===== config.mk =====
export PLATFORM = sky130hd
export DESIGN_NAME = credit_down_counter
export DESIGN_NICKNAME = d
export VERILOG_FILES = /design/src/rtl/credit_pkg.sv /design/src/rtl/sat_updown_counter.sv /design/src/rtl/credit_down_counter.sv
export SDC_FILE = /design/constraint.sdc
export NUM_CORES = 1
export LEC_CHECK = 0
export BUFFER_PORTS_ARGS = -buffer_cell sky130_fd_sc_hd__buf_2
export CAP_MARGIN = 25
export CORE_AREA = 2 2 39 41
export CTS_BUF_LIST = sky130_fd_sc_hd__clkbuf_16
export DETAILED_ROUTE_END_ITERATION = 16
export DIE_AREA = 0 0 41 43
export SYNTH_ARGS = -nofsm -noshare
export SYNTH_HDL_FRONTEND = slang
export SYNTH_SLANG_ARGS = --single-unit
export TNS_END_PERCENT = 20

===== constraint.sdc =====
create_clock -name clk -period 2.1 [get_ports clk]
set_clock_uncertainty 0.05 [all_clocks]
set_input_delay 0.63 -clock clk [delete_from_list [all_inputs] [get_ports clk]]
set_output_delay 0.63 -clock clk [all_outputs]
set_load 0.005 [all_outputs]

===== src/rtl/credit_pkg.sv =====
// Shared types and defaults for the transmit-side credit tracker.
package credit_pkg;

  typedef enum logic [1:0] {
    ST_RUN   = 2'd0,
    ST_DRAIN = 2'd1,
    ST_DONE  = 2'd2
  } credit_state_e;

  localparam int DEF_MAX_CREDITS = 3;
  localparam int DEF_CW          = 3;

endpackage


===== src/rtl/sat_updown_counter.sv =====
// Up/down counter that resets to MAX and saturates at 0 and MAX.
// ovf_o pulses when an increment is dropped because the count is already MAX.
module sat_updown_counter #(
  parameter int MAX = 3,
  parameter int CW  = 3
) (
  input  logic          clk,
  input  logic          resetn,
  input  logic          inc_i,
  input  logic          dec_i,
  output logic [CW-1:0] count_o,
  output logic          ovf_o
);

  localparam logic [CW-1:0] MAX_V = CW'(MAX);

  logic [CW-1:0] count_q, count_d;

  // Simultaneous inc and dec cancel; each direction clamps at its bound.
  always_comb begin
    count_d = count_q;
    ovf_o   = 1'b0;
    if (inc_i && !dec_i) begin
      if (count_q == MAX_V) ovf_o   = 1'b1;
      else                  count_d = count_q + 1'b1;
    end else if (dec_i && !inc_i) begin
      if (count_q != '0)    count_d = count_q - 1'b1;
    end
  end

  always_ff @(posedge clk) begin
    if (!resetn) count_q <= MAX_V;
    else         count_q <= count_d;
  end

  assign count_o = count_q;

endmodule


===== src/rtl/credit_down_counter.sv =====
// Transmit credit tracker: spends a credit per accepted send, regains one per return,
// and drains on request. Optional sticky over-return flag under `CREDIT_ERR_EN.
//
// Handshake: a send transfers (fire) on a clock edge where send_valid_i and
// send_ready_o are both high; send_ready_o depends only on registered state.
module credit_down_counter
  import credit_pkg::*;
#(
  parameter int MAX_CREDITS = DEF_MAX_CREDITS,
  parameter int CW          = DEF_CW
) (
  input  logic          clk,
  input  logic          resetn,
  input  logic          send_valid_i,
  output logic          send_ready_o,
  input  logic          ret_valid_i,
  input  logic          flush_req_i,
  output logic          flush_done_o,
  output logic [CW-1:0] credits_o,
`ifdef CREDIT_ERR_EN
  output logic          err_ovf_o,
`endif
  output credit_state_e state_o
);

  localparam logic [CW-1:0] MAX_V = CW'(MAX_CREDITS);

  credit_state_e state_q, state_d;
  logic          flush_done_q, flush_done_d;
  logic          fire;
  logic          ovf;
  logic [CW-1:0] credits;

  assign send_ready_o = (credits != '0) && (state_q == ST_RUN);
  assign fire         = send_valid_i && send_ready_o;

  sat_updown_counter #(
    .MAX (MAX_CREDITS),
    .CW  (CW)
  ) u_cnt (
    .clk     (clk),
    .resetn  (resetn),
    .inc_i   (ret_valid_i),
    .dec_i   (fire),
    .count_o (credits),
    .ovf_o   (ovf)
  );

  // Dropping flush_req while draining aborts back to RUN without signalling done.
  always_comb begin
    state_d = state_q;
    unique case (state_q)
      ST_RUN:   if (flush_req_i) state_d = ST_DRAIN;
      ST_DRAIN: begin
        if (!flush_req_i)          state_d = ST_RUN;
        else if (credits == MAX_V) state_d = ST_DONE;
      end
      ST_DONE:  if (!flush_req_i) state_d = ST_RUN;
      default:  state_d = ST_RUN;
    endcase
    flush_done_d = (state_d == ST_DONE);
  end

  always_ff @(posedge clk) begin
    if (!resetn) begin
      state_q      <= ST_RUN;
      flush_done_q <= 1'b0;
    end else begin
      state_q      <= state_d;
      flush_done_q <= flush_done_d;
    end
  end

  assign flush_done_o = flush_done_q;
  assign credits_o    = credits;
  assign state_o      = state_q;

`ifdef CREDIT_ERR_EN
  logic err_ovf_q;

  always_ff @(posedge clk) begin
    if (!resetn)  err_ovf_q <= 1'b0;
    else if (ovf) err_ovf_q <= 1'b1;
  end

  assign err_ovf_o = err_ovf_q;
`else
  logic unused_ovf;
  assign unused_ovf = ovf;
`endif

endmodule


==> impl_table.tex, run 1 <==
\begin{tabular}{lr}
\hline
Metric & Value \\
\hline
\multicolumn{2}{l}{\textbf{Status}} \\
Status & completed \\
\multicolumn{2}{l}{\textbf{Route}} \\
Pre-Repair DR Iteration Count & 2 \\
Avg WL per Cell & 11.8 µm \\
Number of DRC violations after detailed routing & 0 \\
Residual antenna-violating net count after detailed routing & 0 \\
Post-DR vias/cell & 4.73 \\
Vias after detailed routing & 293 \\
Aggregate routed wire length & 731 µm \\
Number of violations reported at the end of detailed-routing iteration 0 & 1 \\
\multicolumn{2}{l}{\textbf{CTS}} \\
CTS hold repair buffers & 0 \\
Later-pin clock latency in the skew report & $\sim$230 ps \\
Number of levels in the clock H-tree & 1 \\
Clock sink count & 6 \\
Clock-pin slew reported for the worst setup and hold paths after clock tree synthesis & 30 ps \\
Buffers from clock root to sink, at most & 2 \\
Clock tree from TritonCTS & built \\
Number of buffers added by the clock tree synthesis step & 3 \\
Post CTS Setup Buffer Count & 0 \\
Clock Root Buffer & sky130\_fd\_sc\_hd\_\_clkbuf\_16 \\
Cts repair resizes & 0 \\
\multicolumn{2}{l}{\textbf{STA}} \\
Setup total negative slack & 0 ps \\
Number of pins exceeding their max-slew limit in the final report & 0 \\
Maximum operating frequency & 523 MHz \\
Crit path time final & 1910 ps \\
Final period util & 91.1\% \\
Relative slew slack & approximately four fifths \\
Unrepaired setup endpoints after global routing & false \\
Worst-margin pin slew & 291 ps \\
Setup violators final & 0 \\
Number of endpoints with negative hold slack in the final report & 0 \\
\multicolumn{2}{l}{\textbf{Logic synthesis}} \\
Count of mapped cells out of synthesis & 30 \\
Number of nets produced by synthesis & 36 \\
Average cell area after synthesis & 11.4 µm² \\
Synthesized area & 342 µm² \\
Warnings, synthesis & 0 \\
Largest cells by area after synthesis & sky130\_fd\_sc\_hd\_\_dfxtp\_1 35\%, sky130\_fd\_sc\_hd\_\_mux2i\_4 6.6\%, sky130\_fd\_sc\_hd\_\_fa\_1 5.9\% \\
Part of the Yosys area used for sequential elements & 35.2\% \\
Count of unique library cells instantiated by Yosys & 19 \\
Number of synthesized register bits & 6 \\
Fraction of post-synthesis cell area in the top cell type by area & a little over a third \\
Top cell type by total area after synthesis & sky130\_fd\_sc\_hd\_\_dfxtp\_1 \\
\multicolumn{2}{l}{\textbf{Placed design}} \\
Cell total after placement & 59 \\
Final estimated routing congestion in global placement & 0.660 \\
Final HPWL from detailed placement & around 560 µm \\
Port Buf Inserts & 11 \\
\multicolumn{2}{l}{\textbf{Finish}} \\
Number of diodes & 0 \\
Non-Filler Instances & 62 \\
Area growth from synthesis to layout & 48.4\% \\
Number of filler instances in the final layout & 144 \\
Ratio of cells with drive above 1 in the final layout & 47.8\% \\
Total number of nets in the final design & 54 \\
\multicolumn{2}{l}{\textbf{Worst setup path}} \\
Largest delay share family, worst path & compound AO/OA/AOI/OAI gates \\
Max Fanout on Critical Path & 2 \\
Worst Path Buf+Inv & 2 \\
Category of the worst setup path launch point & input port \\
Critical Path Sink Type & flip-flop \\
Largest stage delay, worst path & 390 ps \\
Required time of the critical path & about 2200 ps \\
Slowest CP cell & sky130\_fd\_sc\_hd\_\_fa\_1 \\
Ordered cell list for the critical path & buf\_2 > or3b\_4 > o21a\_1 > inv\_1 > fa\_1 > o21ba\_1 > o21ai\_1 \\
Critical path class & input port to flip-flop \\
WP data arrival & 1980 ps \\
\multicolumn{2}{l}{\textbf{Global route}} \\
Largest net degree at the start of global routing & 8 \\
Global-route total usage across every layer & 10.5\% \\
First-pass GRT wire length & around 1.1 mm \\
Gr ovfl total & 0 \\
Number of global-route vias before repair & 250 \\
Initial antenna violation count & 0 \\
\multicolumn{2}{l}{\textbf{Floorplan}} \\
Starting utilization of the core area & 24.7\% \\
Die H & 43 µm \\
Overall die area & roughly 0.0018 mm² \\
Standard cell core area & approximately 0.0014 mm² \\
Cell Rows & 14 \\
Die span in x & between 40 and 50 µm \\
Io pins & 12 \\
\multicolumn{2}{l}{\textbf{Min path}} \\
Worst min path class & flip-flop to flip-flop \\
\multicolumn{2}{l}{\textbf{Flow run}} \\
\# Max-Cap Violations & 0 \\
\multicolumn{2}{l}{\textbf{Power}} \\
Static leakage & 0.000230 µW \\
Peak supply drop & 0.370 mV \\
P per Cell Area & 1080 mW/mm² \\
Overall Power & 548 µW \\
\hline
\end{tabular}
## per-stage QoR
step	utilization, %	cell area, µm²	hold WS, ps	setup slack, ps
floorplan	-	342	449	29.8
detailed placement	31.2	432	506	-57.1
CTS	36.6	507	519	170
global route	36.6	507	542	57.5
global placement	31.2	432	453	-48.7
finish	36.6	507	505	188
## logic make-up (layout without fill, tap and decap cells)
logic type	count (synthesis)	after routing	share of synthesized area (%)
multiplexers	3	3	12.5
AO/OA/AOI/OAI	6	6	15.4
adder cells (fa/ha/maj)	1	1	5.86
AND/OR/NAND/NOR	13	13	30.0
buffers and inverters	1	17	1.10
flip-flops	6	6	35.2
## Yosys cell counts, drive strengths merged
master	instances
o211a	1
and4b	1
nand2	1
inv	1
nand4b	1
o21ba	1
fa	1
nor3	5
nand2b	1
dfxtp	6
nand3b	1
o21a	2
o21ai	2
mux2i	3
and3	2
or3b	1
## cell usage in the layout, fill, tap and decap left out, types with 2 or more instances in the layout
cell and instances:
sky130_fd_sc_hd__mux2i_1 2, sky130_fd_sc_hd__clkbuf_16 3, sky130_fd_sc_hd__o21a_1 2, sky130_fd_sc_hd__o21ai_1 2
sky130_fd_sc_hd__buf_4 2, sky130_fd_sc_hd__and3_1 2, sky130_fd_sc_hd__dfxtp_1 6, sky130_fd_sc_hd__buf_2 11
sky130_fd_sc_hd__nor3_1 3
## path summary, 6_finish.rpt
kind | slack, ps | startpoint | to | depth (start not counted)
worst max-delay path | 190 | send_valid_i | u_cnt.count_o[1] | 7
worst min-delay path | 510 | u_cnt.count_o[2] | u_cnt.count_o[2] | 2
worst max register to register | 280 | state_o[1] | u_cnt.count_o[1] | 6
worst min register to register | 510 | u_cnt.count_o[2] | u_cnt.count_o[2] | 2
## sequential cells by signal, indices dropped and copies added (netlist names)
signal,cells
flush_done_o,1
u_cnt.count_o,3
state_o,2
## power by group
part,internal (µW),switching [µW]
registers,127,18.8
clock network,245,65.7
logic,53.8,39.0
## worst min-delay path, delay by kind of cell, from the launching register on
family	cells	cell delay, ps
flops	1	350
simple gates	1	80
mux	1	70
## cell type report
type	instances	area, µm²	share of cell area (%)
flip-flops and latches	6	120	23.7
well taps	16	20.0	3.95
clock buffers	3	75.1	14.8
multi-input cells	23	218	43.0
inverters	1	3.75	0.741
repair buffers	13	70.1	13.8
## routing by layer
metal	routed length, µm	global-route usage, %	up-vias
met2	335	13.8	8
met3	37	3.14	3
met4	19	10.0	0
met1	338	12.6	136
li1	-	-	146
met5	0	0	-
Power figures use the tool's default switching activity.
==> run 2: changes to the inputs <==
Settings changed: ABC_AREA set to 1.
==> impl_table.tex, run 2 <==
\begin{tabular}{lr}
\hline
Metric & Value \\
\hline
\multicolumn{2}{l}{\textbf{Worst setup path}} \\
WP data arrival & 1090 ps \\
Worst Path Buf+Inv & 1 \\
Max Fanout on Critical Path & 4 \\
Largest delay share family, worst path & simple AND/OR/NAND/NOR gates \\
R2r startpoint & u\_cnt.count\_o[0] \\
Critical Path Sink Type & primary output \\
Largest stage delay, worst path & 340 ps \\
Ordered cell list for the critical path & nor2\_1 > nand2\_2 > and2\_2 > buf\_2 \\
Launch point of the worst path & u\_cnt.count\_o[0] \\
Slowest CP cell & sky130\_fd\_sc\_hd\_\_dfxtp\_1 \\
Category of the worst setup path launch point & flip-flop \\
Critical path class & flip-flop to primary output \\
Required time of the critical path & 1420 ps \\
\multicolumn{2}{l}{\textbf{Floorplan}} \\
Io pins & 12 \\
Starting utilization of the core area & 25.0\% \\
Cell Rows & 14 \\
Standard cell core area & 0.00138 mm² \\
Die span in x & between 40 and 50 µm \\
Die H & approximately 43 µm \\
Overall die area & 0.00176 mm² \\
\multicolumn{2}{l}{\textbf{Logic synthesis}} \\
Top post-synthesis cells by count & 8 x sky130\_fd\_sc\_hd\_\_inv\_1, 6 x sky130\_fd\_sc\_hd\_\_dfxtp\_1, 4 x sky130\_fd\_sc\_hd\_\_nor2\_1 \\
Number of synthesized register bits & 6 \\
Async set-reset flop share out of synthesis & 0\% \\
Top cell type by total area after synthesis & sky130\_fd\_sc\_hd\_\_dfxtp\_1 \\
Count of unique library cells instantiated by Yosys & 17 \\
Most used DFF post-synth & sky130\_fd\_sc\_hd\_\_dfxtp\_1 \\
Count of mapped cells out of synthesis & 42 \\
Top-count cell post-synth & sky130\_fd\_sc\_hd\_\_inv\_1 \\
EDFF count, synth & 0 \\
Largest cells by area after synthesis & sky130\_fd\_sc\_hd\_\_dfxtp\_1 35\%, sky130\_fd\_sc\_hd\_\_inv\_1 8.7\%, sky130\_fd\_sc\_hd\_\_nand2\_4 6.5\% \\
Synthesized area & 345 µm² \\
Part of the Yosys area used for sequential elements & 34.8\% \\
Average cell area after synthesis & about 8 µm² \\
Warnings, synthesis & 0 \\
Fraction of post-synthesis cell area in the top cell type by area & 34.8\% \\
Number of nets produced by synthesis & 48 \\
\multicolumn{2}{l}{\textbf{Finish}} \\
Area of the multi-input gates & 195 µm² \\
Most used cells in the layout excluding fill and tap cells & 11 x sky130\_fd\_sc\_hd\_\_buf\_2, 8 x sky130\_fd\_sc\_hd\_\_inv\_1, 6 x sky130\_fd\_sc\_hd\_\_dfxtp\_1 \\
Largest register FFs & 3 \\
Total number of nets in the final design & 64 \\
Sequential standard cell area & between 100 and 150 µm² \\
Non-Filler Instances & just over 70 \\
Most common cell after layout, fill and taps aside & sky130\_fd\_sc\_hd\_\_buf\_2 \\
Area growth from synthesis to layout & 43.5\% \\
Ratio of cells with drive above 1 in the final layout & 41.1\% \\
Number of diodes & 0 \\
Number of filler instances in the final layout & 151 \\
\multicolumn{2}{l}{\textbf{CTS}} \\
Post CTS Setup Buffer Count & 0 \\
Number of buffers added by the clock tree synthesis step & 3 \\
Buffers from clock root to sink, at most & 2 \\
Later-pin clock latency in the skew report & 230 ps \\
CTS hold repair buffers & 0 \\
Cts repair resizes & 0 \\
Clock tree from TritonCTS & built \\
Number of levels in the clock H-tree & 1 \\
Clock sink count & 6 \\
Clock-pin slew reported for the worst setup and hold paths after clock tree synthesis & approximately 30 ps \\
Clock Root Buffer & sky130\_fd\_sc\_hd\_\_clkbuf\_16 \\
\multicolumn{2}{l}{\textbf{Route}} \\
Number of DRC violations after detailed routing & 0 \\
Pre-Repair DR Iteration Count & 2 \\
Aggregate routed wire length & 644 µm \\
Post-DR vias/cell & 4.25 \\
Number of violations reported at the end of detailed-routing iteration 0 & 1 \\
Residual antenna-violating net count after detailed routing & 0 \\
Vias after detailed routing & between 300 and 400 \\
Avg WL per Cell & 8.94 µm \\
\multicolumn{2}{l}{\textbf{Placed design}} \\
Port Buf Inserts & 11 \\
Cell total after placement & between 60 and 70 \\
Final estimated routing congestion in global placement & 0.736 \\
Final HPWL from detailed placement & 493 µm \\
Worst-case setup slack after placement & slightly above 300 ps \\
\multicolumn{2}{l}{\textbf{Global route}} \\
Number of global-route vias before repair & about 230 \\
Largest net degree at the start of global routing & 7 \\
Global-route total usage across every layer & 9.76\% \\
First-pass GRT wire length & 1.04 mm \\
Gr ovfl total & 0 \\
Initial antenna violation count & 0 \\
\multicolumn{2}{l}{\textbf{Power}} \\
Fraction of power consumed by the clock network & 55.8\% \\
P per Cell Area & approximately 1100 mW/mm² \\
Switching power & 133 µW \\
Part of the power in registers & 26.1\% \\
Peak supply drop & 0.373 mV \\
Pint & 415 µW \\
Switching power share of the total & 24.2\% \\
Combinational Power Share & 18.0\% \\
Static leakage & $\sim$0.00025 µW \\
\multicolumn{2}{l}{\textbf{STA}} \\
Crit path time final & 1770 ps \\
Setup total negative slack & 0 ps \\
Final WS setup & 327 ps \\
Number of endpoints with negative hold slack in the final report & 0 \\
Relative slew slack & 85.4\% \\
Number of pins exceeding their max-slew limit in the final report & 0 \\
Maximum operating frequency & 564 MHz \\
Worst-margin pin slew & 218 ps \\
Unrepaired setup endpoints after global routing & false \\
Final period util & around 84\% \\
Setup violators final & 0 \\
\multicolumn{2}{l}{\textbf{Flow run}} \\
\# Max-Cap Violations & 0 \\
\multicolumn{2}{l}{\textbf{Status}} \\
Status & completed \\
\multicolumn{2}{l}{\textbf{Min path}} \\
Worst min path class & flip-flop to flip-flop \\
Worst Min Path Start & u\_cnt.count\_o[2] \\
\hline
\end{tabular}
-- run 2: cell types whose count changed after synthesis, sizes merged, moves of 2 or more --
cell    delta
nand3      +4
a21oi      +3
o21a       -2
a211oi     +2
mux2i      -3
inv        +7
nand2      +7
nor3       -5
nor2       +5
and3       -2
-- run 2: cells by family (layout without fill, tap and decap cells) --
family / count (synthesis) / after routing / synth area share [%]
and+or+nand+nor: 19 / 19 / 37.7
AOI/OAI and AO/OA: 8 / 8 / 13.0
buffers and inverters: 8 / 22 / 8.70
DFF: 6 / 6 / 34.8
adders and majority gates: 1 / 1 / 5.80
-- run 2: worst paths after layout --
check	slack, ps	to	depth (start not counted)
hold / removal	500	u_cnt.count_o[2]	2
setup / recovery	330	send_ready_o	4
hold reg to reg	500	u_cnt.count_o[2]	2
setup reg to reg	490	u_cnt.count_o[2]	9
-- run 2: stage by stage --
stage | hold slack [ps] | util, % | total power (µW) | area, µm²
5_1_grt | 526 | 35.8 | 572 | 495
4_1_cts | 507 | 35.8 | 554 | 495
3_5_place_dp | 500 | 30.4 | 245 | 420
3_3_place_gp | 495 | 30.4 | 244 | 420
6_report | 505 | 35.8 | 547 | 495
2_1_floorplan | 481 | - | 213 | 345
-- run 2: worst register-to-register path, cell delays in order, from the launching register on --
cell and delay [ps]:
sky130_fd_sc_hd__dfxtp_1 340, sky130_fd_sc_hd__nor2_1 130, sky130_fd_sc_hd__nand2_2 100, sky130_fd_sc_hd__nand3_4 90
sky130_fd_sc_hd__nand2_4 60, sky130_fd_sc_hd__fa_1 370, sky130_fd_sc_hd__nand3_1 110, sky130_fd_sc_hd__nand2_2 60
sky130_fd_sc_hd__a21oi_1 120, sky130_fd_sc_hd__nor2_1 60
-- run 2: layout make-up --
type	count	share of cell area, %
multi-input cells	28	39.4
clock buffers	3	15.2
inverters	8	6.06
flip-flops and latches	6	24.2
repair buffers	11	11.1
well taps	16	4.04
-- run 2: layer usage --
layer	global-route usage (%)	routed length (µm)	vias to the layer above	share of wire, %
li1	-	-	167	-
met3	1.57	35	4	5.4
met1	13.3	308	125	48
met4	16.0	46	0	7.1
met5	0	0	-	0
met2	9.06	253	10	39
-- run 2: power groups by stage --
stage	clock [µW]	sequential, µW	combinational, µW
after global placement	0	145	98.8
after CTS	310	144	100
after floorplan	0	144	69.3
after detailed placement	0	145	99.8
final	306	143	98.8
after global routing	313	146	112
